===== src/rtl/sd_clk_switch_ctrl.sv =====
// SD clock source controller: power-up slow-clock interval, then glitch-safe slow/fast switching gated on bus idle.
// Latency: every output is a register; a granted switch holds oclk_en low for SETTLE_CYCLES and then pulses oack.
// Backpressure: a pending switch waits in WAIT_IDLE, indefinitely, until ibus_idle is high; a withdrawn request cancels it.
module sd_clk_switch_ctrl #(
    parameter int INIT_CYCLES   = 2000,
    parameter int SETTLE_CYCLES = 16,
    parameter int CNT_W         = 16
) (
    input  logic iclk,
    input  logic irst,
    input  logic ireq_fast,
    input  logic ibus_idle,
    output logic osel_clk,
    output logic oclk_en,
    output logic oack,
    output logic oinit_done,
    output logic obusy
);

    typedef enum logic [1:0] {
        ST_INIT      = 2'd0,
        ST_IDLE      = 2'd1,
        ST_WAIT_IDLE = 2'd2,
        ST_SETTLE    = 2'd3
    } state_t;

    localparam logic [CNT_W-1:0] INIT_LAST   = CNT_W'(INIT_CYCLES - 1);
    localparam logic [CNT_W-1:0] SETTLE_LAST = CNT_W'(SETTLE_CYCLES - 1);

    state_t           state;
    state_t           state_nxt;
    logic [CNT_W-1:0] cnt;
    logic [CNT_W-1:0] cnt_nxt;
    logic             sel_nxt;
    logic             en_nxt;
    logic             ack_nxt;
    logic             done_nxt;
    logic             busy_nxt;

    always_ff @(posedge iclk or negedge irst) begin
        if (!irst) begin
            state      <= ST_INIT;
            cnt        <= '0;
            osel_clk   <= 1'b0;
            oclk_en    <= 1'b0;
            oack       <= 1'b0;
            oinit_done <= 1'b0;
            obusy      <= 1'b1;
        end else begin
            state      <= state_nxt;
            cnt        <= cnt_nxt;
            osel_clk   <= sel_nxt;
            oclk_en    <= en_nxt;
            oack       <= ack_nxt;
            oinit_done <= done_nxt;
            obusy      <= busy_nxt;
        end
    end

    always_comb begin
        state_nxt = state;
        cnt_nxt   = cnt;
        sel_nxt   = osel_clk;
        en_nxt    = oclk_en;
        ack_nxt   = 1'b0;
        done_nxt  = oinit_done;

        unique case (state)
            ST_INIT: begin
                sel_nxt = 1'b0;
                en_nxt  = 1'b1;
                // The first edge out of reset only enables the slow clock; counting starts once it runs.
                if (oclk_en) begin
                    if (cnt == INIT_LAST) begin
                        state_nxt = ST_IDLE;
                        done_nxt  = 1'b1;
                        cnt_nxt   = '0;
                    end else begin
                        cnt_nxt = cnt + 1'b1;
                    end
                end
            end

            ST_IDLE: begin
                if (ireq_fast != osel_clk) begin
                    state_nxt = ST_WAIT_IDLE;
                end
            end

            ST_WAIT_IDLE: begin
                if (ireq_fast == osel_clk) begin
                    state_nxt = ST_IDLE;
                end else if (ibus_idle) begin
                    sel_nxt   = ~osel_clk;
                    en_nxt    = 1'b0;
                    cnt_nxt   = '0;
                    state_nxt = ST_SETTLE;
                end
            end

            ST_SETTLE: begin
                if (cnt == SETTLE_LAST) begin
                    en_nxt    = 1'b1;
                    ack_nxt   = 1'b1;
                    cnt_nxt   = '0;
                    state_nxt = ST_IDLE;
                end else begin
                    cnt_nxt = cnt + 1'b1;
                end
            end

            default: begin
                state_nxt = ST_INIT;
                cnt_nxt   = '0;
                sel_nxt   = 1'b0;
                en_nxt    = 1'b0;
            end
        endcase

        busy_nxt = (state_nxt != ST_IDLE);
    end

endmodule

===== config.mk =====
export PLATFORM = sky130hd
export DESIGN_NAME = sd_clk_switch_ctrl
export DESIGN_NICKNAME = d
export VERILOG_FILES = /design/src/rtl/sd_clk_switch_ctrl.sv
export SDC_FILE = /design/constraint.sdc
export NUM_CORES = 1
export LEC_CHECK = 0
export BUFFER_PORTS_ARGS = -buffer_cell sky130_fd_sc_hd__buf_2
export CORE_MARGIN = 8
export CORE_UTILIZATION = 40
export DETAILED_ROUTE_END_ITERATION = 10
export GPL_TIMING_DRIVEN = 0
export PLACE_DENSITY = 0.54
export REMOVE_ABC_BUFFERS = 1
export SLEW_MARGIN = 10
export SYNTH_ARGS = -nofsm -noshare
export SYNTH_HDL_FRONTEND = slang
export SYNTH_SLANG_ARGS = --single-unit

===== constraint.sdc =====
create_clock -name iclk -period 2.85 [get_ports iclk]
set_input_delay 0.285 -clock iclk [delete_from_list [all_inputs] [get_ports iclk]]
set_output_delay 0.285 -clock iclk [all_outputs]
set_load 0.02 [all_outputs]

==> impl_metrics.csv <==
group,metric,value,unit
synth,synth.top_cells.by_area,"dfrtp_1, a21oi_1, nand3_1",
synth,number_of_distinct_library_cells_after_synthesis,39,
sta,final.setup.worst_slack,490,ps
place,standard_cell_area_after_detailed_placement,0.00139,sq mm
die,effective_utilization_at_floorplan,41.3,%
grt,grt.overflow.total,0,
setup_path,maximum_fanout_along_the_worst_path,12,
outcome,outcome,"completed",
sta,fin_worst_hold_slack,266,ps
die,row_count,21,
place,gpl.final_weighted_congestion,0.793,
cells_and_area,post_route_cells_drive_above_1_share,14.1,%
drt,drt-initial-drc-count,110,
drt,ant_nets,0,
sta,achievable-frequency,424,MHz
grt,groute.usage.overall,12.6,%
setup_path,timing.critical_path.from_type,"register",
drt,vias_per_cell,5.96,
worst_hold_path,min_to,"state[0]$_DFF_PN0_",
grt,number_of_antenna_violations_at_the_first_check_in_global_routing,0,
worst_hold_path,min_from,"ibus_idle",
die,io_pins,9,
pwr,vdd_drop_max,0.409,mV
sta,fin_crit_sh,82.8,%
die,coreArea,0.00331,sq mm
setup_path,rr_worst_depth,5,
drt,routed_vias,1203,
drt,drt_first_pass_iters,4,
die,die-area,0.00555,sq mm
die,die_h,74.5,um
cells_and_area,n_antenna_cell,0,
drt,detail_route.wirelength,3.08,mm
place,dpl.cell_count,197,
clock_tree,numCtsBuffers,3,
pwr,power.density,1070,mW/mm^2
worst_hold_path,whs_path_depth,3,
cells_and_area,final_util,43.0,%
worst_hold_path,hold_path.class,"input port to register",
sta,number_of_hold_violations_in_the_final_report,0,
setup_path,critical_path.n_buffers_inverters,0,
pwr,finalPower,1.53,mW
cells_and_area,flow.area_growth_from_synthesis,4.12,%
synth,ys_warn_count,0,
synth,synth-seq-area-share,42.2,%
sta,clock_skew,7.34,ps
drt,post-route-drc-count,0,
synth,syn-mean-instance-area,9.00,sq um
synth,syn-instance-count,152,
drt,route.detailed.wl_per_inst,15.3,um
grt,pin_count_of_the_biggest_net_entering_global_routing,24,
cells_and_area,final-instance-count-excl-fill,202,
sta,setup_viol,0,
setup_path,timing.critical_path.max_delay_family,"simple AND/OR/NAND/NOR gates",
place,detailed_placer_s_ending_hpwl,2.18,mm
sta,post-route-min-period,2360,ps
grt,grt_pass1_vias,1200,
synth,synthMostInstantiatedCell,"dfrtp_1",
synth,ys_dominant_reg_cell,"dfrtp_1",
grt,grt_pass1_wl,5.44,mm
sta,relSlewSlack,30.6,%
synth,netlist_top_cells_count,"dfrtp_1, a21oi_1, nand2_1, nand3_1, a31oi_1",
place,port_buffers,8,
sta,slew_viol_final,0,
setup_path,regToRegStartpoint,"cnt[4]$_DFFE_PN0P_",
setup_path,critical-path-slowest-cell,"or4_4",
clock_tree,cts-resized-gates,0,
sta,tightest_slew,1040,ps
synth,area_fraction_of_the_dominant_cell_type_after_synthesis,40.3,%
cells_and_area,finalNetCount,162,
cells_and_area,final_cell_area,0.00142,sq mm
flow_run,max_cap_violations,0,
clock_tree,clockRootBuffer,"clkbuf_4",
clock_tree,max-clock-path-buffers,2,
sta,grt_setup_unrepaired,"no",
clock_tree,ctsHtreeMaxLevel,1,
clock_tree,worst_skew_pair.late_latency,310,ps
setup_path,crit_required,3010,ps
sta,totalNegativeSetupSlack,0,ps
die,die-width,74.5,um
synth,async_flop_share,100,%
synth,synth_seq_cells,23,
setup_path,worstPathCellList,"or4_4, nor4_4, o22ai_2, a41oi_1, a31oi_1",
setup_path,rrSetupSlack,490,ps
synth,synthDominantAreaCellType,"dfrtp_1",
pwr,power.static_leakage,0.608,nW
setup_path,critical_setup_path_class,"register to register",
synth,post_synthesis_cell_area,0.00137,sq mm
setup_path,cpPeakStageDelay,610,ps
place,post_place_worst_slack,479,ps
setup_path,critical_path.reg2reg.endpoint,"cnt[10]$_DFFE_PN0P_",
setup_path,worst-endpoint-arrival,2520,ps
clock_tree,cts_tree,"yes",
clock_tree,cts_clk_pin_slew_worst_paths,130,ps
clock_tree,cts_sinks,23,
synth,edff_count_synth,0,
setup_path,setup.worst_path.end_class,"register",
## flip-flops by register name, summed over array words and instances, names as in the netlist
name,flops
oinit_done,1
oack,1
osel_clk,1
state,2
cnt,16
obusy,1
oclk_en,1
## worst max path at each step
stage	from	end	slack (ps)	cells past startpoint
2_1_floorplan	cnt[4]$_DFFE_PN0P_	cnt[10]$_DFFE_PN0P_	770	5
3_3_place_gp	cnt[4]$_DFFE_PN0P_	cnt[15]$_DFFE_PN0P_	500	5
3_5_place_dp	cnt[4]$_DFFE_PN0P_	cnt[10]$_DFFE_PN0P_	480	5
4_1_cts	cnt[4]$_DFFE_PN0P_	cnt[10]$_DFFE_PN0P_	470	5
5_1_grt	cnt[4]$_DFFE_PN0P_	cnt[10]$_DFFE_PN0P_	280	5
6_report	cnt[4]$_DFFE_PN0P_	cnt[10]$_DFFE_PN0P_	490	5
## routing by layer
layer | track usage (%) | vias up | part of all wire, %
met2 | 21.1 | 26 | 48
met1 | 15.7 | 592 | 47
met5 | 0 | - | 0
li1 | - | 583 | -
met3 | 3.23 | 2 | 4.6
met4 | 3.26 | 0 | 0.91
## cell type report
| class | count | area [sq um] |
|---|---|---|
| sequential | 23 | 577 |
| fill | 357 | 1890 |
| tap | 46 | 57.6 |
| clock inverter | 1 | 5.00 |
| timing repair buffer | 9 | 50.0 |
| clock buffer | 3 | 22.5 |
| multi-input combinational | 117 | 701 |
| inverter | 3 | 11.3 |
## cells by family (layout without fill, tap and decap cells)
kind of cell	after synthesis	count (layout)	share of synthesized area (%)
and+or+nand+nor	66	66	26.9
AOI/OAI and AO/OA	49	49	22.8
DFF	23	23	42.2
buffers and inverters	12	16	6.59
adders and majority gates	1	1	0.915
xor gates and xnor gates	1	1	0.641
## report_power, final
group,total (mW),switching [mW],internal [mW]
registers,0.666,0.209,0.458
clock network,0.152,0.0999,0.0525
logic,0.710,0.447,0.263
## layout by cell type (no fill, tap or decap), types with 4 or more instances in the layout
cell and n:
nand4_1 4, o21ai_0 6, nand3_1 17, a21oi_1 17, dfrtp_1 22, buf_2 8
a31oi_1 11, nand2_1 17, nor2_1 10
## repair_timing
| action | CTS | global route |
|---|---|---|
| buffers inserted | 0 | 0 |
| hold buffers | 1 | 0 |
| hold endpoints to repair | 22 | 0 |
## worst register-to-register path, stage by stage (launching register included)
cell     delay [ps]
dfrtp_1         480
or4_4           610
nor4_4          480
o22ai_2         290
a41oi_1         300
a31oi_1          60
Power figures use the tool's default switching activity.
